===== src/rtl/rle_pkg.sv =====
// Shared constants for the run-length record/playback path: widths, word
// layout and FSM state codes.
package rle_pkg;

  localparam int ADDR_W   = 11;
  localparam int SAMPLE_W = 8;
  localparam int CNT_W    = 4;
  localparam int MAX_RUN  = 15;

  // Memory word layout: {sample, count} with the count in the low nibble.
  localparam int CNT_LSB    = 0;
  localparam int SAMPLE_LSB = CNT_W;

  typedef logic [2:0] state_t;

  localparam state_t ST_IDLE  = 3'd0;
  localparam state_t ST_RUN   = 3'd1;
  localparam state_t ST_FLUSH = 3'd2;
  localparam state_t ST_TERM  = 3'd3;
  localparam state_t ST_FULL  = 3'd4;

endpackage


===== src/rtl/rle_run_tracker.sv =====
// Holds the current run (sample + count), decides when an accepted sample
// ends the run, and presents the packed memory word for that run.
module rle_run_tracker #(
  parameter int SAMPLE_W = rle_pkg::SAMPLE_W,
  parameter int CNT_W    = rle_pkg::CNT_W
) (
  input  logic                      clk,
  input  logic                      rst,
  input  logic                      accept,
  input  logic                      clear,
  input  logic [SAMPLE_W-1:0]       sample,
  output logic                      run_end,
  output logic                      pending,
  output logic [SAMPLE_W+CNT_W-1:0] word
);
  import rle_pkg::*;

  localparam logic [CNT_W-1:0] MAX_COUNT = CNT_W'(MAX_RUN);
  localparam logic [CNT_W-1:0] ONE       = CNT_W'(1);

  logic [SAMPLE_W-1:0] held;
  logic [CNT_W-1:0]    count;

  assign pending = (count != '0);
  // A run closes on a new value or when the count field cannot grow further.
  assign run_end = accept && pending && ((sample != held) || (count == MAX_COUNT));

  always_comb begin
    word = '0;
    word[CNT_LSB +: CNT_W]       = count;
    word[SAMPLE_LSB +: SAMPLE_W] = held;
  end

  always_ff @(posedge clk) begin
    if (rst) begin
      held  <= '0;
      count <= '0;
    end else if (clear) begin
      count <= '0;
    end else if (accept) begin
      if (!pending || run_end) begin
        held  <= sample;
        count <= ONE;
      end else begin
        count <= count + ONE;
      end
    end
  end

endmodule


===== src/rtl/rle_record_unit.sv =====
// Run-length encoding recorder writing {sample,count} words to a linear memory.
// Optional feature: define RLE_TERMINATOR_EN to append a 12'h000 word per session.
module rle_record_unit #(
  parameter int ADDR_W   = rle_pkg::ADDR_W,
  parameter int SAMPLE_W = rle_pkg::SAMPLE_W,
  parameter int CNT_W    = rle_pkg::CNT_W
) (
  input  logic                      RCLK,
  input  logic                      RCrst,
  input  logic                      WriteEn,
  input  logic                      SampleValid,
  input  logic [SAMPLE_W-1:0]       SampleIn,
  output logic [SAMPLE_W+CNT_W-1:0] SignalToMem,
  output logic                      MemWE,
  output logic [ADDR_W-1:0]         Address,
  output logic                      Full,
  output logic                      Done
);
  import rle_pkg::*;

  localparam logic [ADDR_W-1:0] LAST_ADDR = '1;

  state_t                    state;
  logic                      last_write;
  logic                      accept;
  logic                      clear;
  logic                      run_end;
  logic                      pending;
  logic [SAMPLE_W+CNT_W-1:0] word;

  // The write currently on the bus targets the final word; nothing may follow it.
  assign last_write = MemWE && (Address == LAST_ADDR);
  assign accept     = (state == ST_RUN) && WriteEn && SampleValid && !Full && !last_write;
  assign clear      = (state == ST_FLUSH) && !MemWE && pending;

  rle_run_tracker #(
    .SAMPLE_W (SAMPLE_W),
    .CNT_W    (CNT_W)
  ) u_tracker (
    .clk     (RCLK),
    .rst     (RCrst),
    .accept  (accept),
    .clear   (clear),
    .sample  (SampleIn),
    .run_end (run_end),
    .pending (pending),
    .word    (word)
  );

  // FLUSH and TERM wait for their own write to retire before finishing, so
  // Done only fires once the address has moved past the last word and never
  // when that word filled the memory.
  always_ff @(posedge RCLK) begin
    if (RCrst) begin
      state       <= ST_IDLE;
      Address     <= '0;
      SignalToMem <= '0;
      MemWE       <= 1'b0;
      Full        <= 1'b0;
      Done        <= 1'b0;
    end else begin
      MemWE <= 1'b0;
      Done  <= 1'b0;
      if (MemWE && !last_write) begin
        Address <= Address + 1'b1;
      end
      if (last_write) begin
        Full  <= 1'b1;
        state <= ST_FULL;
      end else begin
        case (state)
          ST_IDLE: begin
            if (WriteEn) begin
              state <= ST_RUN;
            end
          end
          ST_RUN: begin
            if (!WriteEn) begin
              state <= ST_FLUSH;
            end else if (run_end) begin
              SignalToMem <= word;
              MemWE       <= 1'b1;
            end
          end
          ST_FLUSH: begin
            if (!MemWE) begin
              if (pending) begin
                SignalToMem <= word;
                MemWE       <= 1'b1;
              end else begin
`ifdef RLE_TERMINATOR_EN
                state <= ST_TERM;
`else
                state <= ST_IDLE;
                Done  <= 1'b1;
`endif
              end
            end
          end
`ifdef RLE_TERMINATOR_EN
          ST_TERM: begin
            if (MemWE) begin
              state <= ST_IDLE;
              Done  <= 1'b1;
            end else begin
              SignalToMem <= '0;
              MemWE       <= 1'b1;
            end
          end
`endif
          ST_FULL: begin
            state <= ST_FULL;
          end
          default: begin
            state <= ST_IDLE;
          end
        endcase
      end
    end
  end

endmodule


===== config.mk =====
export PLATFORM = sky130hd
export DESIGN_NAME = rle_record_unit
export DESIGN_NICKNAME = d
export VERILOG_FILES = /design/src/rtl/rle_pkg.sv /design/src/rtl/rle_run_tracker.sv /design/src/rtl/rle_record_unit.sv
export SDC_FILE = /design/constraint.sdc
export NUM_CORES = 1
export LEC_CHECK = 0
export ABC_AREA = 0
export CAP_MARGIN = 10
export CORE_ASPECT_RATIO = 1.4
export CORE_MARGIN = 10
export CORE_UTILIZATION = 46
export CTS_CLUSTER_SIZE = 20
export DETAILED_ROUTE_END_ITERATION = 6
export PLACE_DENSITY_LB_ADDON = 0.25
export SLEW_MARGIN = 15
export SYNTH_ARGS = -nofsm -noshare
export SYNTH_HDL_FRONTEND = slang
export SYNTH_SLANG_ARGS = --single-unit

===== constraint.sdc =====
create_clock -name RCLK -period 2 [get_ports RCLK]
set_clock_uncertainty 0.1 [all_clocks]
set_input_delay 0.4 -clock RCLK [delete_from_list [all_inputs] [get_ports RCLK]]
set_output_delay 0.4 -clock RCLK [all_outputs]
set_load 0.05 [all_outputs]

Yosys cells after proc, flatten, opt, wreduce, memory -nomap -nowiden
Index checks and enable logic that the tools add are counted.
{ "totals": {"ff_bits": 41, "output_inout_bits": 26, "in_bits": 12, "wordCells": 75} }
{ "classes": {"reduce_logical": 26, "addsub": 2, "n_eq_ne": 17, "bitwise": 3, "muxes": 18} }
{ "op_table": {"columns": ["cell", "n"], "rows": [
  ["two-way mux 12 bit", 4],
  ["case mux 12 bit (2 select lines)", 1],
  ["two-way mux 3 bit", 5],
  ["!= test 2 bit (second input constant)", 6],
  ["!= test 3 bit (second input constant)", 4],
  ["case mux 3 bit (4 select lines)", 1],
  ["adder 11 x 1 -> 11 bit (second input constant)", 1],
  ["== test 11 bit (second input constant)", 1],
  ["logical AND 1 bit", 10],
  ["!= test 8 bit", 1],
  ["AND reduction 4 bit", 2],
  ["AND reduction 6 bit", 1],
  ["two-way mux 1 bit", 5],
  ["adder 4 x 1 -> 4 bit (second input constant)", 1],
  ["== test 4 bit (second input constant)", 1],
  ["zero test 1 bit", 4],
  ["two-way mux 4 bit", 1],
  ["nonzero test 4 bit", 1],
  ["OR reduction 2 bit", 2],
  ["OR reduction 4 bit", 1],
  ["== test 3 x 1 -> 1 bit (second input constant)", 1],
  ["== test 3 x 2 -> 1 bit (second input constant)", 1],
  ["== test 3 bit (second input constant)", 1],
  ["zero test 3 bit", 1],
  ["6 further kinds", 9]
]} }

Logic depth before layout (Yosys ltp)
{ "depth": {"word_depth": 10, "depth_mapped": 8, "ltp_nobuf": 7} }

Cells and area by module
Synthesis repeated with hierarchy kept, for this count alone.
{ "unflattened": {"cells_unflattened": 216, "area_unflattened_um2": 2045.7} }
{ "modules_own_cells": {"columns": ["module", "cells_each", "area_per_inst_um2", "instances"], "rows": [
  ["rle_record_unit", 138, 1327.5, 1],
  ["rle_run_tracker", 78, 718.2, 1]
]} }

Worst setup path before layout
OpenSTA, ideal clock, no wires.
{ "synth_path": {"kind": "register to register", "from": "register Address[0]", "to": "register u_tracker.count[0]", "path_stages_with_launch": 8, "period_less_slack_ns": 2.419, "setup_slack_ns": -0.419, "t_arrival_ns": 2.190, "setup_ns": 0.128, "required_time_ns": 1.772, "path_cell_list": "dfxtp_1 ha_1 nand3_1 or4_4 and2_2 buf_2 o21ai_0 a31oi_1"} }
{ "synth_via": {"elab_chain_cells": 8} }
{ "synth_lines": {"columns": ["item", "line_no", "source"], "rows": [
  ["start, declared", "rle_record_unit.sv:15", "output logic [ADDR_W-1:0] Address,"],
  ["start signal, assigned", "rle_record_unit.sv:65", "Address <= Address + 1'b1;"],
  ["== test 11 bit *", "rle_record_unit.sv:32", "assign last_write = MemWE && (Address == LAST_ADDR);"],
  ["logical AND 1 bit *", "rle_record_unit.sv:32", null],
  ["zero test 1 bit *", "rle_record_unit.sv:33", "assign accept = (state == ST_RUN) && WriteEn && SampleValid && !Full && !last_write;"],
  ["logical AND 1 bit *", "rle_record_unit.sv:33", null],
  ["logical AND 1 bit (2 in series)", "rle_run_tracker.sv:26", "assign run_end = accept && pending && ((sample != held) || (count == MAX_COUNT));"],
  ["logical OR 1 bit", "rle_run_tracker.sv:41", "if (!pending || run_end) begin"],
  ["two-way mux 4 bit", "rle_run_tracker.sv:41", null],
  ["end signal, assigned", "rle_run_tracker.sv:45", "count <= count + ONE;"],
  ["end, declared", "rle_run_tracker.sv:22", "logic [CNT_W-1:0] count;"]
]} }
Mark *: on every way between the ends. The rest lies on a longest branch, timed or not.
A chain may end at the register's enable or synchronous reset.

Worst setup path in the final report
{ "layout_path": {"from": "register SignalToMem[7]", "to": "output port SignalToMem[7]"} }
{ "layout_rtl": {"columns": ["item", "line_no", "source"], "rows": [
  ["start, declared", "rle_record_unit.sv:13", "output logic [SAMPLE_W+CNT_W-1:0] SignalToMem,"],
  ["start signal, assigned", "rle_record_unit.sv:81", "SignalToMem <= word;"],
  ["start signal, assigned", "rle_record_unit.sv:88", "SignalToMem <= word;"]
]} }
No word-level cell between the ends.

==> impl_metrics.py <==
metrics = {
    "clock_network": {
        "cts_buffer_depth": 2,
        "clkSinkCount": 41,
        "clk_latency_ps": 290,
        "numCtsBuffers": 5,
        "path_clk_slew_ps": 70,
        "cts-root-buf": "clkbuf_8",
        "cts_tree": "built",
        "htree_levels": 2,
        "ctsHoldBuffers": 0,
    },
    "drt": {
        "post_drt_wl_per_cell_um": 14.7,
        "drt_iter0_markers": 135,
        "viasPerCell": 5.36,
        "ant_nets": 0,
        "finalWirelength_um": 4840,
        "drc": 0,
        "routed-via-count": 1769,
        "firstDrtPassIters": 4,
    },
    "worst_setup_path": {
        "endpoint_kind": "primary output",
        "rr_endpoint": "SignalToMem[2]$_SDFFE_PP0P_",
        "start_kind": "register",
        "reg2reg_depth": 9,
        "crit_required_ps": 1500,
        "slowest_delay_ps": 810,
        "slowest_stage": "clkdlybuf4s50_1",
        "ff2ff_setup_slack_ps": 50,
        "crit_end": "SignalToMem[7]",
        "reg2reg_from": "u_tracker.count[0]$_SDFFE_PP0N_",
        "crit_fanout": 2,
        "critical_path_class": "register to primary output",
        "critPathBufInv": 1,
        "crit_cells": 1,
        "crit_path_start": "SignalToMem[7]$_SDFFE_PP0P_",
        "critical-path-top-delay-family": "buffers and inverters",
        "worstPathCellList": "clkdlybuf4s50_1",
        "arrival_ps": 1450,
    },
    "placed_design": {
        "place_congestion": 0.788,
        "io_buffers": 37,
        "hpwl_um": 3400,
        "dp.cells": 316,
        "preCtsSetupSlack_ps": -415,
    },
    "logic_synthesis": {
        "synth_edf_count": 0,
        "yosysWarnings": 0,
        "yosysUniqueCellTypes": 42,
        "async_flop_share_pct": 0,
        "netlist_top_cells_area": "dfxtp_1, xnor2_1, inv_1, o32ai_1, nor2_1",
        "yosysTopAreaCellShare_pct": 42.7,
        "synth-seq-area-share_pct": 42.7,
        "syn_nets": 232,
        "synth_top_cell_by_area": "dfxtp_1",
        "synth_area_um2": 1920,
        "avgSynthCellArea_um2": 8.87,
        "ys_seq_elements": 41,
        "synthFlopType": "dfxtp_1",
        "syn-instance-count": 217,
    },
    "timing": {
        "setup_slack_ps": 45.3,
        "period_needed_ps": 1950,
        "timing.hold.ws_ps": 313,
        "fmax_mhz": 512,
        "rsz0062_at_grt": "yes",
        "final_hold_viol_count": 0,
        "final-max-slew-violation-count": 0,
        "worstMarginPinSlew_ps": 503,
        "setup_viol": 0,
        "max-slew-margin-rel_pct": 66.4,
        "finalCritPeriodShare_pct": 97.7,
    },
    "floorplan": {
        "dieHeight_um": 96.5,
        "rows": 27,
        "core_area_um2": 3990,
        "io_pins": 38,
        "start_util_pct": 48.3,
        "die_x_um": 74.7,
        "die-area_um2": 7210,
    },
    "finish": {
        "final_common_cell": "buf_4",
        "multi_input_area_um2": 1080,
        "regArea_um2": 852,
        "area_growth_syn_to_layout_pct": 45.3,
        "layoutNonFillerInstCount": 330,
        "layout_common_cells": "buf_4, inv_1, dfxtp_1, nor2_1",
        "nNetsFinal": 301,
        "nFillCells": 338,
        "drive_gt1_share_pct": 34.1,
        "diodes": 0,
    },
    "pwr": {
        "power_mw": 1.66,
        "comb_power_share_pct": 10.9,
        "power_switching_share_pct": 23.3,
        "p_int_mw": 1.27,
        "p_switching_mw": 0.386,
        "clock_power_share_pct": 39.3,
        "power_density_nw_per_um2": 593,
        "p_leak_nw": 1.09,
        "seqPwrFrac_pct": 49.8,
        "ir_drop_mv": 0.465,
    },
    "global_route": {
        "grt_pass1_wl_um": 7580,
        "antenna_found_initial": 0,
        "grt_max_degree": 15,
        "grt.overflow.total": 0,
        "track_usage_pct": 13.2,
        "grt_pass1_vias": 1745,
    },
    "min_path": {
        "min_path_type": "input pin to register",
        "hold_depth": 3,
    },
    "job": {
        "drv_cap": 0,
    },
    "status": {
        "status": "finished, final reports clean",
    },
}
kinds of logic after synthesis:
family | share of synthesized area, %
multiplexers | 1.56
AND/OR/NAND/NOR | 23.0
XOR/XNOR | 6.37
flip-flops | 42.7
adder cells (fa/ha/maj) | 1.95
AO/OA/AOI/OAI | 16.4
buffers and inverters | 8.06
cells in the mapped netlist (all sizes together), types with 4 or more instances:
cell and number:
a21oi 12, buf 4, dfxtp 41, inv 30, nand2 12, nand3 10, nand3b 7, nand4 5
nor2 17, nor4 7, o21ai 11, o32ai 12, or3 5, xnor2 13
timing repair:
item                                    4_1_cts  5_1_grt
gates resized for setup                       5       27
gates cloned                                  0        2
endpoints found under the setup margin       12       22
pin swaps                                     1        8
endpoints found under the hold margin         0        0
setup buffers                                 2        2
sequential cells by signal, summed over array words and instances, names as in the netlist:
register and flops:
Address 11, MemWE 1, Done 1, u_tracker.count 4, SignalToMem 12, u_tracker.held 8, state 3, Full 1
layout make-up:
class                   instances  area share (%)
clock buffers                   5            2.46
multi-input cells             140            38.7
flip-flops and latches         41            30.5
well taps                      43            1.92
inverters                      30            4.03
clock inverters                 3            1.48
repair buffers                 68            20.9
worst min-delay path by stage:
| stage | from | end | slack (ps) |
|---|---|---|---|
| 4_1_cts | SignalToMem[11]$_SDFFE_PP0P_ | SignalToMem[11]$_SDFFE_PP0P_ | 360 |
| 5_1_grt | SampleIn[1] | u_tracker.held[1]$_SDFFE_PP0P_ | 330 |
| 3_5_place_dp | SignalToMem[11]$_SDFFE_PP0P_ | SignalToMem[11]$_SDFFE_PP0P_ | 350 |
| 6_report | SampleIn[1] | u_tracker.held[1]$_SDFFE_PP0P_ | 310 |
| 3_3_place_gp | state[1]$_SDFFE_PP0P_ | state[0]$_SDFFE_PP0P_ | 340 |
| 2_1_floorplan | state[1]$_SDFFE_PP0P_ | state[0]$_SDFFE_PP0P_ | 330 |
metrics by stage:
step	util, %	TNS, ps	cell area [µm²]
after global placement	62.4	-7360	2490
after CTS	66.3	0	2640
after floorplan	-	0	1960
after global routing	70.1	-48.2	2800
after detailed placement	62.4	-7420	2490
final	70.1	0	2800
layer usage:
layer | vias to the layer above | routed length, µm | share of wire [%] | GRT usage (%)
met2 | 52 | 2410 | 50 | 23.4
met5 | - | 0 | 0 | 0
met1 | 812 | 2030 | 42 | 14.1
li1 | 898 | - | - | -
met3 | 7 | 323 | 6.7 | 4.39
met4 | 0 | 81 | 1.7 | 4.91
power by group through the flow:
stage          combinational [mW]  sequential [mW]  clock [mW]
2_1_floorplan              0.0695            0.857           0
3_3_place_gp                0.149            0.844           0
3_5_place_dp                0.149            0.844           0
4_1_cts                     0.161            0.825       0.661
5_1_grt                     0.193            0.827       0.696
6_report                    0.180            0.826       0.651
(Power assumes the default switching activity.)
